--- src/rtl/local_spike_interface_pkg.sv ---
// Shared constants and helpers for the router-to-neuron local-port interface.
package local_spike_interface_pkg;

    // Axon index occupies the least-significant bits of every packet.
    localparam int AXON_IDX_LSB = 0;

    // Number of flits that make up one packet.
    function automatic int flits_per_pkt(input int packet_size, input int flit_size);
        return packet_size / flit_size;
    endfunction

    // Counter/pointer width for n states, never narrower than one bit.
    function automatic int min1_clog2(input int n);
        return (n <= 2) ? 1 : $clog2(n);
    endfunction

endpackage

--- src/rtl/local_spike_interface_if.sv ---
// Router local-port and neuron-side signal bundle.
interface local_spike_interface_if #(
    parameter int FLIT_SIZE          = 4,
    parameter int NUM_AXONS          = 2,
    parameter int AXON_CNT_BIT_WIDTH = 1
);
    logic                          write_en;
    logic [FLIT_SIZE-1:0]          data_in;
    logic                          start;
    logic [NUM_AXONS-1:0]          spike;
    logic [AXON_CNT_BIT_WIDTH:0]   spike_cnt;
    logic                          neuron_full;
    logic                          overflow_err;
    logic                          range_err;

    // Router / timestep source side.
    modport master (
        output write_en, data_in, start,
        input  spike, spike_cnt, neuron_full, overflow_err, range_err
    );

    // Interface block side.
    modport slave (
        input  write_en, data_in, start,
        output spike, spike_cnt, neuron_full, overflow_err, range_err
    );
endinterface

--- src/rtl/local_spike_interface_spike_pkt_fifo.sv ---
// Whole-packet FIFO between flit reassembly and axon decode.
module spike_pkt_fifo
    import local_spike_interface_pkg::*;
#(
    parameter int WIDTH = 32,
    parameter int DEPTH = 4
) (
    input  logic                         clk,
    input  logic                         reset,
    input  logic                         push,
    input  logic                         pop,
    input  logic [WIDTH-1:0]             din,
    output logic [WIDTH-1:0]             dout,
    output logic [min1_clog2(DEPTH):0]   count,
    output logic                         full,
    output logic                         empty
);
    localparam int AW = min1_clog2(DEPTH);
    localparam logic [AW:0] DEPTH_C = (AW+1)'(DEPTH);

    logic [WIDTH-1:0] mem [DEPTH];
    logic [AW-1:0]    wr_ptr;
    logic [AW-1:0]    rd_ptr;
    logic [AW:0]      count_q;
    logic             do_push;
    logic             do_pop;

    assign full    = (count_q == DEPTH_C);
    assign empty   = (count_q == '0);
    // A push into a full FIFO is only accepted when a pop frees a slot on the same edge.
    assign do_push = push && (!full || pop);
    assign do_pop  = pop && !empty;
    assign dout    = mem[rd_ptr];
    assign count   = count_q;

    // Packet storage; contents need no reset because count_q gates visibility.
    always_ff @(posedge clk) begin
        if (do_push) begin
            mem[wr_ptr] <= din;
        end
    end

    // Pointers and occupancy.
    always_ff @(posedge clk) begin
        if (reset) begin
            wr_ptr  <= '0;
            rd_ptr  <= '0;
            count_q <= '0;
        end else begin
            if (do_push) wr_ptr <= wr_ptr + 1'b1;
            if (do_pop)  rd_ptr <= rd_ptr + 1'b1;
            case ({do_push, do_pop})
                2'b10:   count_q <= count_q + 1'b1;
                2'b01:   count_q <= count_q - 1'b1;
                default: ;
            endcase
        end
    end
endmodule

--- src/rtl/local_spike_interface.sv ---
// Router-to-neuron local port: reassembles flits into packets, buffers them,
// decodes axon indices into a per-timestep spike vector and raises backpressure.
module local_spike_interface
    import local_spike_interface_pkg::*;
#(
    parameter int PACKET_SIZE        = 32,
    parameter int FLIT_SIZE          = 4,
    parameter int NUM_AXONS          = 2,
    parameter int AXON_CNT_BIT_WIDTH = 1,
    parameter int FIFO_DEPTH         = 4
) (
    input  logic                  clk,
    input  logic                  reset,
    local_spike_interface_if.slave bus
);
    localparam int FLITS = flits_per_pkt(PACKET_SIZE, FLIT_SIZE);
    localparam int FC_W  = min1_clog2(FLITS);
    localparam int FQ_W  = min1_clog2(FIFO_DEPTH) + 1;
    localparam logic [FC_W-1:0]               LAST_FLIT  = FC_W'(FLITS - 1);
    localparam logic [FQ_W:0]                 FULL_LEVEL = (FQ_W+1)'(FIFO_DEPTH);
    localparam logic [AXON_CNT_BIT_WIDTH:0]   AXON_LIMIT = (AXON_CNT_BIT_WIDTH+1)'(NUM_AXONS);

    logic [FC_W-1:0]                 flit_cnt;
    logic [PACKET_SIZE-FLIT_SIZE-1:0] shift_reg;
    logic [PACKET_SIZE-1:0]          pkt_in;
    logic                            last_flit;
    logic                            pop;
    logic                            fifo_full;
    logic                            fifo_empty;
    logic [FQ_W-1:0]                 fifo_count;
    logic [PACKET_SIZE-1:0]          fifo_dout;
    logic [AXON_CNT_BIT_WIDTH-1:0]   idx;
    logic                            idx_ok;
    logic [NUM_AXONS-1:0]            pop_onehot;
    logic [NUM_AXONS-1:0]            acc_p0;
    logic [NUM_AXONS-1:0]            spike_p1;
    logic [AXON_CNT_BIT_WIDTH:0]     spike_cnt_p1;
    logic                            overflow_q;
    logic                            range_q;
    logic                            unused_pkt_bits;

    function automatic logic [AXON_CNT_BIT_WIDTH:0] popcount(input logic [NUM_AXONS-1:0] v);
        logic [AXON_CNT_BIT_WIDTH:0] c;
        c = '0;
        for (int i = 0; i < NUM_AXONS; i++) begin
            c = c + {{AXON_CNT_BIT_WIDTH{1'b0}}, v[i]};
        end
        return c;
    endfunction

    // Current flit joins the earlier ones at the low end; the first flit ends up MS.
    assign pkt_in    = {shift_reg, bus.data_in};
    assign last_flit = bus.write_en && (flit_cnt == LAST_FLIT);

    // Drain runs whenever a packet is buffered.
    assign pop = !fifo_empty;

    // Destination fields travel with the packet but are not needed past the router.
    assign idx             = fifo_dout[AXON_IDX_LSB +: AXON_CNT_BIT_WIDTH];
    assign unused_pkt_bits = ^fifo_dout[PACKET_SIZE-1:AXON_IDX_LSB+AXON_CNT_BIT_WIDTH];
    assign idx_ok          = ({1'b0, idx} < AXON_LIMIT);
    assign pop_onehot      = (pop && idx_ok) ? (NUM_AXONS'(1) << idx) : '0;

    // A partially received packet already claims a FIFO slot.
    assign bus.neuron_full  = ({1'b0, fifo_count} + {{FQ_W{1'b0}}, (flit_cnt != '0)}) >= FULL_LEVEL;
    assign bus.spike        = spike_p1;
    assign bus.spike_cnt    = spike_cnt_p1;
    assign bus.overflow_err = overflow_q;
    assign bus.range_err    = range_q;

    spike_pkt_fifo #(
        .WIDTH (PACKET_SIZE),
        .DEPTH (FIFO_DEPTH)
    ) u_fifo (
        .clk   (clk),
        .reset (reset),
        .push  (last_flit),
        .pop   (pop),
        .din   (pkt_in),
        .dout  (fifo_dout),
        .count (fifo_count),
        .full  (fifo_full),
        .empty (fifo_empty)
    );

    // Flit position within the packet; wraps even when the packet is dropped.
    always_ff @(posedge clk) begin
        if (reset) begin
            flit_cnt <= '0;
        end else if (bus.write_en) begin
            flit_cnt <= last_flit ? '0 : flit_cnt + 1'b1;
        end
    end

    // Holds the leading flits of the packet in flight.
    always_ff @(posedge clk) begin
        if (bus.write_en) begin
            shift_reg <= pkt_in[PACKET_SIZE-FLIT_SIZE-1:0];
        end
    end

    // Spike accumulation; a pop on the start edge belongs to the new timestep.
    always_ff @(posedge clk) begin
        if (reset) begin
            acc_p0       <= '0;
            spike_p1     <= '0;
            spike_cnt_p1 <= '0;
        end else begin
            acc_p0 <= (bus.start ? '0 : acc_p0) | pop_onehot;
            if (bus.start) begin
                spike_p1     <= acc_p0;
                spike_cnt_p1 <= popcount(acc_p0);
            end
        end
    end

    // Sticky error flags, cleared only by reset.
    always_ff @(posedge clk) begin
        if (reset) begin
            overflow_q <= 1'b0;
            range_q    <= 1'b0;
        end else begin
            if (last_flit && fifo_full && !pop) overflow_q <= 1'b1;
            if (pop && !idx_ok)                 range_q    <= 1'b1;
        end
    end
endmodule

--- src/flat_wrapper.sv ---
// flat-port wrapper written by rule: the top's interface ports become plain ports
module local_spike_interface_flat import local_spike_interface_pkg::*;
#(
    parameter int PACKET_SIZE        = 32,
    parameter int FLIT_SIZE          = 4,
    parameter int NUM_AXONS          = 2,
    parameter int AXON_CNT_BIT_WIDTH = 1,
    parameter int FIFO_DEPTH         = 4
)
  (clk, reset, bus_write_en, bus_data_in, bus_start, bus_spike, bus_spike_cnt, bus_neuron_full, bus_overflow_err, bus_range_err);
  local_spike_interface_if #(.FLIT_SIZE(FLIT_SIZE), .NUM_AXONS(NUM_AXONS), .AXON_CNT_BIT_WIDTH(AXON_CNT_BIT_WIDTH)) bus_i ();
  input  logic clk;
  input  logic reset;
  input wire logic [$bits(bus_i.write_en)-1:0] bus_write_en;
  input wire logic [$bits(bus_i.data_in)-1:0] bus_data_in;
  input wire logic [$bits(bus_i.start)-1:0] bus_start;
  output wire logic [$bits(bus_i.spike)-1:0] bus_spike;
  output wire logic [$bits(bus_i.spike_cnt)-1:0] bus_spike_cnt;
  output wire logic [$bits(bus_i.neuron_full)-1:0] bus_neuron_full;
  output wire logic [$bits(bus_i.overflow_err)-1:0] bus_overflow_err;
  output wire logic [$bits(bus_i.range_err)-1:0] bus_range_err;
  assign bus_i.write_en = bus_write_en;
  assign bus_i.data_in = bus_data_in;
  assign bus_i.start = bus_start;
  assign bus_spike = bus_i.spike;
  assign bus_spike_cnt = bus_i.spike_cnt;
  assign bus_neuron_full = bus_i.neuron_full;
  assign bus_overflow_err = bus_i.overflow_err;
  assign bus_range_err = bus_i.range_err;
  local_spike_interface #(.PACKET_SIZE(PACKET_SIZE), .FLIT_SIZE(FLIT_SIZE), .NUM_AXONS(NUM_AXONS), .AXON_CNT_BIT_WIDTH(AXON_CNT_BIT_WIDTH), .FIFO_DEPTH(FIFO_DEPTH)) u_core (.clk(clk), .reset(reset), .bus(bus_i));
endmodule
--- config.mk ---
export PLATFORM = sky130hd
export DESIGN_NAME = local_spike_interface_flat
export DESIGN_NICKNAME = d
export VERILOG_FILES = /design/src/rtl/local_spike_interface_pkg.sv /design/src/rtl/local_spike_interface_if.sv /design/src/rtl/local_spike_interface_spike_pkt_fifo.sv /design/src/rtl/local_spike_interface.sv /design/src/flat_wrapper.sv
export SDC_FILE = /design/constraint.sdc
export NUM_CORES = 1
export LEC_CHECK = 0
export ABC_AREA = 1
export ABC_CLOCK_PERIOD_IN_PS = 1600
export CAP_MARGIN = 25
export CORE_MARGIN = 2
export CORE_UTILIZATION = 50
export CTS_BUF_LIST = sky130_fd_sc_hd__clkbuf_8
export DETAILED_ROUTE_END_ITERATION = 7
export PLACE_DENSITY = 0.77
export RECOVER_POWER = 100
export SYNTH_ARGS = -nofsm -noshare
export SYNTH_HDL_FRONTEND = slang
export SYNTH_SLANG_ARGS = --single-unit
--- constraint.sdc ---
create_clock -name clk -period 1.6 [get_ports clk]
set_input_delay 0.32 -clock clk [delete_from_list [all_inputs] [get_ports clk]]
set_output_delay 0.32 -clock clk [all_outputs]
set_load 0.005 [all_outputs]
-- Word level (Yosys, flattened, before mapping)
Memory sizes are Yosys's and may differ from the RTL's. A register that Yosys moved wholly into a read port is not among the register bits.
Cells that the tools add are included.
- register bits after elaboration: 45
- memories: 1
- memory bits (writable): 128
- output and inout bits: 7
- add/subtract/negate cells: 7
- reduce and logical (&&, ||, !) cells: 10
- bitwise gates (word level): 1
- equal/unequal tests: 4
- multiplexer cells: 8
- shifts and indexed selects: 1
- $lt $le $gt $ge: 1
- memories (memory ; words ; bits a word ; read ports ; clocked after memory_dff ; write ports ; line ; text):
    u_core.u_fifo.mem ; 4 ; 32 ; 1 ; 1 ; 1 ; local_spike_interface_spike_pkt_fifo.sv:21 ; logic [WIDTH-1:0] mem [DEPTH];
- operator list (cell ; number):
    2-bit 2-to-1 mux ; 4
    3-bit by 1-bit adder with 3-bit output, second input constant ; 2
    3-bit equality test, second input constant ; 2
    3-bit one-hot mux with 2 select lines ; 1
    2-bit by 1-bit adder with 2-bit output, second input constant ; 2
    3-bit by 1-bit adder with 4-bit output ; 1
    4-bit by 3-bit >= comparator with 1-bit output, second input constant ; 1
    1-bit logical AND ; 4
    3-bit zero test ; 1
    3-bit 2-to-1 mux ; 1
    3-bit nonzero test ; 1
    3-bit by 1-bit subtractor with 3-bit output, second input constant ; 1
    1-bit by 1-bit adder with 2-bit output ; 1
    2-bit by 1-bit equality test with 1-bit output, second input constant ; 1
    2-bit equality test, second input constant ; 1
    1-bit zero test ; 2
    1-bit 2-to-1 mux ; 2
    2-bit OR ; 1
    2-bit nonzero test ; 1
    1-bit by 1-bit left shift with 2-bit output, first input constant ; 1
    1-bit logical OR ; 1

-- Longest topological paths before layout
Gate-level depths: netlist of the first run.
- depth in word-level cells: 6
- gate-level depth with buffers: 11

-- Modules after synthesis
From an unflattened synthesis of the first run, not the netlist that was laid out.
- cells, all modules: 471
- area, all modules: 6571.3 µm²
- by module, submodules not included (module ; area an instance (µm²) ; times used ; cells each ; seq. area each (µm²)):
    spike_pkt_fifo ; 5278.8 ; 1 ; 383 ; 4023.9
    local_spike_interface ; 1292.5 ; 1 ; 88 ; 1041.0

-- Worst setup path after synthesis of the first run
OpenSTA, ideal clock, no wires.
- path type: register -> register
- start point: reg u_core.flit_cnt[0]
- end point: reg u_core.u_fifo.count_q[2], in the netlist u_core.u_fifo.count[2]
- slack: -0.010 ns
- data required time: 1.530 ns
- buffers on the path: 0
- stages on the path, launching flop included: 12
- library setup time: 0.070 ns
- clock period less this slack: 1.610 ns
- arrival time: 1.540 ns
- path through: dfxtp_1 -> ha_1 -> ha_1 -> nand2_2 -> nand2_2 -> inv_1 -> fa_1 -> inv_1 -> nand2_4 -> nand2_1 -> nand2_1 -> a21oi_1
- longest elaborated chain between the ends: 5
- ends and longest elaborated chain (what ; line ; text):
    start, declared ; local_spike_interface.sv:23 ; logic [FC_W-1:0] flit_cnt;
    start signal, assigned ; local_spike_interface.sv:91 ; flit_cnt <= last_flit ? '0 : flit_cnt + 1'b1;
    3-bit equality test (*) ; local_spike_interface.sv:53 ; assign last_flit = bus.write_en && (flit_cnt == LAST_FLIT);
    1-bit logical AND (*) ; local_spike_interface.sv:53 ;
    1-bit logical AND (*) ; local_spike_interface_spike_pkt_fifo.sv:31 ; assign do_push = push && (!full || pop);
    2-bit by 1-bit equality test with 1-bit output / 2-bit equality test (equally long branches) ; local_spike_interface_spike_pkt_fifo.sv:52 ; case ({do_push, do_pop})
    3-bit one-hot mux with 2 select lines / 2-bit nonzero test (equally long branches) ; n/a ;
    end signal, assigned ; local_spike_interface_spike_pkt_fifo.sv:53 ; 2'b10: count_q <= count_q + 1'b1;
    end signal, assigned ; local_spike_interface_spike_pkt_fifo.sv:54 ; 2'b01: count_q <= count_q - 1'b1;
    end, declared ; local_spike_interface_spike_pkt_fifo.sv:24 ; logic [AW:0] count_q;
Mark *: on every way between the ends. The rest lies on a longest branch, timed or not.
A chain may end at the register's enable or synchronous reset.

-- Worst setup path after layout of the first run
- start point: reg u_core.flit_cnt[0]
- end point: reg u_core.u_fifo.count_q[1], in the netlist u_core.u_fifo.count[1]
The elaborated chain is that of the path after synthesis.

==> impl_metrics.ini, run 1 <==
[run_status]
status = finished, violations left
violations = negative setup slack

[die]
core.rowCount = 16
start_util = 0.5325
die_h_um = 49.71
pin_count = 15
die_x_um = 49.71
die-area_um2 = 2471
core_area_um2 = 1962

[grt]
grt_usage = 0.1698
antenna_found_initial = 0
first_global_vias = 761
grt_pass1_wl_um = 3167
gr-total-overflow = 0
grt_max_degree = 13

[logic_synthesis]
synthCells = 125
synthAdderAreaFrac = 0.1150
synth_top_cell_area_share = 0.3641
async_flop_share = 0
synth_compound_area_frac = 0.1293
syn_nets = 142
synth_ff_type = dfxtp_1
synth.most_common_cell = inv_1
synth_mux_area_frac = 0
syn_area_um2 = 1045
yosys_warnings = 0
synth.yosys.seq_area_share = 0.4790
synth-simple-area-share = 0.1701
synth.area.top_cells = dfxtp_1, edfxtp_1, ha_1, inv_1, nand2_1
synth_top_cell_by_area = dfxtp_1
ys_ff_latch = 23
synth_cell_types = 21
synth-xor-area-share = 0
synth_commonest_cells = inv_1, dfxtp_1, nand2_1
syn_area_per_cell_um2 = 8.358
synth-edff-count = 4
synth_top_family_by_area = simple AND/OR/NAND/NOR gates

[clocking]
cts_max_level = 1
cts_tree = built
clk_pin_slew_ns = 0.07
clockBufferDepth = 2
cts_buffers = 3
cts_sinks = 23
clk-insertion-delay-late_ns = 0.26
root_buffer = clkbuf_8

[power_and_ir_drop]
leakage_nw = 0.5636
combPwrFrac = 0.376
ir_drop_uv = 880.3
p_sw_frac = 0.3564
internal-power_mw = 1.187
seq_power_share = 0.438
power_density_nw_per_um2 = 1418
switchingPower_mw = 0.6570
p_clk_frac = 0.187
finalPower_mw = 1.844

[route]
via_per_inst = 4.824
ant_nets = 0
drc = 0
drt-wirelength-per-cell_um = 10.99
first_pass_iters = 4
totalWireLength_um = 1869
num_vias = 820
first_iter_violations = 22

[place]
dp.cells = 163
gp_congestion = 0.7394
place_hpwl_um = 1230
portBuffers = 10

[timing]
setup_viol = 2
fin_worst_skew_ns = 0.002027
period_share = 1.033
fin_crit_ns = 1.653
finalHoldViolCount = 0
timing.fmax_mhz = 604.8
fin_ws_ns = -0.05342
drv_slew = 0
rsz0062_at_grt = yes

[worst_setup_path]
slowest_delay_ns = 0.50
path_max_fanout = 2
path_cells = buf_6 > ha_4 > ha_4 > nand2_4 > nand2_4 > inv_2 > fa_2 > nand2_1 > a21oi_1
cp.required_ns = 1.79
arrival_ns = 1.84
end_kind = flip-flop
cp_top_family = adder cells
r2r_slack_ns = -0.05
startpoint_type = flip-flop
critPathKind = reg2reg
worst-path-buf-inv = 2
cp_slowest_cell = fa_2

[layout]
final_nets = 161
instances_no_fill = 170
antenna_cells = 0
area_growth_pct = 24.43
drive_above_1_share = 0.1958

[run]
maxCapViolCount = 0

[hold_path]
hold_class = reg2reg
placed cells by master, fill, tap and decap left out:
cell type,n
a211oi_1,1
a21oi_1,12
a21oi_2,1
buf_4,6
buf_6,1
clkbuf_2,1
clkbuf_8,3
clkdlybuf4s50_1,7
clkinv_2,1
conb_1,1
dfxtp_1,17
dfxtp_2,2
dlygate4sd3_1,2
edfxtp_1,4
fa_2,1
ha_1,6
ha_4,2
inv_1,19
inv_2,3
nand2_1,16
nand2_2,3
nand2_4,3
nand3_1,5
nor2_1,13
nor2_2,1
o211ai_1,1
o21ai_0,9
o21ai_1,2
worst min-delay path, stage by stage (launching register included):
cell and delay [ns]:
dfxtp_1 0.31, inv_1 0.05, nor2_1 0.03
flip-flops by register name, summed over array words and instances (netlist names), named ones only:
name                     flops
u_core.u_fifo.count          3
u_core.u_fifo.rd_ptr         2
u_core.acc_p0                2
u_core.bus.overflow_err      1
u_core.u_fifo.wr_ptr         2
u_core.flit_cnt              3
u_core.u_fifo.mem            4
u_core.bus.spike_cnt         2
u_core.bus.spike             2
power groups by stage:
| stage | combinational (mW) | sequential (mW) | clock [mW] |
|---|---|---|---|
| floorplan | 0.424 | 0.795 | 0 |
| global placement | 0.577 | 0.805 | 0 |
| detailed placement | 0.600 | 0.813 | 0 |
| CTS | 0.659 | 0.802 | 0.346 |
| global route | 0.785 | 0.825 | 0.374 |
| finish | 0.693 | 0.807 | 0.344 |
logic make-up after synthesis:
group	after synthesis
buffers and inverters	25
other	1
and+or+nand+nor	41
DFF	23
AOI/OAI and AO/OA	26
adders and majority gates	9
worst paths after layout:
| kind | to | depth (start not counted) | from |
|---|---|---|---|
| setup / recovery | u_core.u_fifo.count[1]$_SDFFE_PP0P_ | 9 | u_core.flit_cnt[0]$_SDFFE_PP0P_ |
| hold / removal | u_core.bus.overflow_err$_SDFFE_PP0P_ | 2 | u_core.bus.overflow_err$_SDFFE_PP0P_ |
| hold reg to reg | u_core.bus.overflow_err$_SDFFE_PP0P_ | 2 | u_core.bus.overflow_err$_SDFFE_PP0P_ |
| setup reg to reg | u_core.u_fifo.count[1]$_SDFFE_PP0P_ | 9 | u_core.flit_cnt[0]$_SDFFE_PP0P_ |
timing repair:
action / 4_1_cts / 5_1_grt
endpoints found under the setup margin: 2 / 4
pin swaps: 7 / 4
gates resized for setup: 11 / 5
buffers inserted: 4 / 0
gates cloned: 0 / 0
hold buffers: 0 / 0
hold endpoints to repair: 0 / 0
layer usage:
metal	global-route usage	routed length (um)	part of all wire
met5	0	0	0
met4	0.09259	46	0.025
met3	0.03333	54	0.029
met2	0.3000	949	0.51
met1	0.1896	819	0.44
metrics by stage:
step	TNS [ns]	hold slack [ns]	utilization	instance area (um2)	worst slack, ns
global placement	-0.2513	0.4109	0.6059	1189	-0.1718
detailed placement	-0.3393	0.4168	0.6059	1189	-0.2084
finish	-0.09082	0.4274	0.6626	1300	-0.05342
CTS	-0.01075	0.4273	0.6607	1296	-0.01075
global route	-0.2494	0.4481	0.6626	1300	-0.1158
floorplan	0	0.4125	-	1049	0.02304
final cells by class:
class	count	area (um2)
clock buffers	3	41.29
well taps	27	33.78
inverters	22	83.83
repair buffers	17	151.4
multi-input cells	77	483.0
fillers	166	661.9
flip-flops and latches	23	503.0
clock inverters	1	3.754
(Power assumes the default switching activity.)
==> run 2, diff against run 1 <==
--- a/config.mk
+++ b/config.mk
@@ -8,12 +8,13 @@
 export ABC_AREA = 1
 export ABC_CLOCK_PERIOD_IN_PS = 1600
 export CAP_MARGIN = 25
+export CORE_ASPECT_RATIO = 1.5
 export CORE_MARGIN = 2
 export CORE_UTILIZATION = 50
 export CTS_BUF_LIST = sky130_fd_sc_hd__clkbuf_8
 export DETAILED_ROUTE_END_ITERATION = 7
 export PLACE_DENSITY = 0.77
-export RECOVER_POWER = 100
+export RECOVER_POWER = 50
 export SYNTH_ARGS = -nofsm -noshare
 export SYNTH_HDL_FRONTEND = slang
 export SYNTH_SLANG_ARGS = --single-unit
==> impl_metrics.ini, run 2 (synthesized netlist as in run 1, its figures left out) <==
[run]
maxCapViolCount = 0

[grt]
grt_max_degree = 13
grt_pass1_wl_um = 3187
first_global_vias = 814
antenna_found_initial = 0
grt_usage = 0.1950
gr-total-overflow = 0

[worst_setup_path]
end_kind = flip-flop
arrival_ns = 1.78
cp.required_ns = 1.80
critPathKind = reg2reg
startpoint_type = flip-flop
path_max_fanout = 2

[layout]
drive_above_1_share = 0.1875
nFillCells = 167
layout_commonest_cell = inv_1
final_cell_mix = inv_1, nand2_1, dfxtp_1, nor2_1, a21oi_1
area_growth_pct = 23.95
largest_reg_flops = 4
regMostFlops = u_core.u_fifo.mem
regArea_um2 = 503.0
final_area_um2 = 1295
antenna_cells = 0
final_util = 0.6469
multiInputGateArea_um2 = 476.7
final_nets = 162
instances_no_fill = 166

[route]
via_per_inst = 4.873
drt-wirelength-per-cell_um = 11.51
num_vias = 809
totalWireLength_um = 1910
first_pass_iters = 4
first_iter_violations = 13
drc = 0
ant_nets = 0

[place]
dp.cells = 159
gp_congestion = 0.6667
placed_area_um2 = 1190
place_hpwl_um = 1432
portBuffers = 10

[timing]
fin_crit_ns = 1.582
timing.fmax_mhz = 632.0
fin_worst_skew_ns = 0.001635
rsz0062_at_grt = yes
drv_slew = 0
period_share = 0.9889
finalHoldViolCount = 0
setup_viol = 0
holdWs_ns = 0.4488

[clocking]
clk-insertion-delay-late_ns = 0.26
root_buffer = clkbuf_8
clk_pin_slew_ns = 0.08
clockBufferDepth = 2
cts_sinks = 23
cts_buffers = 3
cts_tree = built
cts_max_level = 1

[die]
core_area_um2 = 2002
die-area_um2 = 2479
die_x_um = 41.32
pin_count = 15
core.rowCount = 20
die_h_um = 59.99
start_util = 0.5219

[power_and_ir_drop]
ir_drop_uv = 1232
finalPower_mw = 1.837
leakage_nw = 0.5690
power_density_nw_per_um2 = 1419

[hold_path]
hold_class = reg2reg

[run_status]
status = finished, final reports clean
[run 2: through the flow]
stage	TNS [ns]	setup WS [ns]
floorplan	0	0.02304
global placement	-0.2349	-0.1604
detailed placement	-0.3857	-0.2431
CTS	-0.01841	-0.01841
global route	-0.1178	-0.06324
finish	0	0.01772
[run 2: final cells by class]
type | count | share of cell area
flip-flops and latches | 23 | 0.3884
multi-input cells | 77 | 0.3681
repair buffers | 18 | 0.1227
well taps | 22 | 0.02126
inverters | 22 | 0.06473
clock buffers | 3 | 0.03188
clock inverters | 1 | 0.002899
[run 2: worst paths after layout]
| check | start | end | slack, ns | cells after the start |
|---|---|---|---|---|
| min reg2reg | u_core.bus.overflow_err$_SDFFE_PP0P_ | u_core.bus.overflow_err$_SDFFE_PP0P_ | 0.45 | 2 |
| max | u_core.flit_cnt[0]$_SDFFE_PP0P_ | u_core.u_fifo.count[1]$_SDFFE_PP0P_ | 0.02 | 9 |
| max reg2reg | u_core.flit_cnt[0]$_SDFFE_PP0P_ | u_core.u_fifo.count[1]$_SDFFE_PP0P_ | 0.02 | 9 |
| min | u_core.bus.overflow_err$_SDFFE_PP0P_ | u_core.bus.overflow_err$_SDFFE_PP0P_ | 0.45 | 2 |
[run 2: timing repair]
item | 4_1_cts | 5_1_grt
buffers inserted | 3 | 0
pin swaps | 9 | 3
gates resized for setup | 13 | 2
endpoints found under the setup margin | 2 | 3
hold buffers | 0 | 0
[run 2: report_power, final]
part / internal (mW) / leakage, nW / switching (mW)
clock network: 0.171 / 0.0269 / 0.177
logic: 0.320 / 0.350 / 0.364
registers: 0.705 / 0.192 / 0.0993
total: 1.20 / 0.569 / 0.641
[run 2: layer usage]
layer  up-vias  global-route usage  part of all wire
met5         -                   0                 0
met2         6              0.3393              0.57
met1       372              0.1976              0.39
li1        427                   -                 -
met4         0              0.1060             0.018
met3         4             0.04833             0.019
[run 2: critical path: stages, from the launching register on]
cell,delay [ns]
dfxtp_2,0.34
buf_6,0.10
ha_4,0.12
ha_4,0.14
nand2_4,0.06
nand2_4,0.06
inv_2,0.03
fa_2,0.51
nand2_1,0.06
a21oi_1,0.11
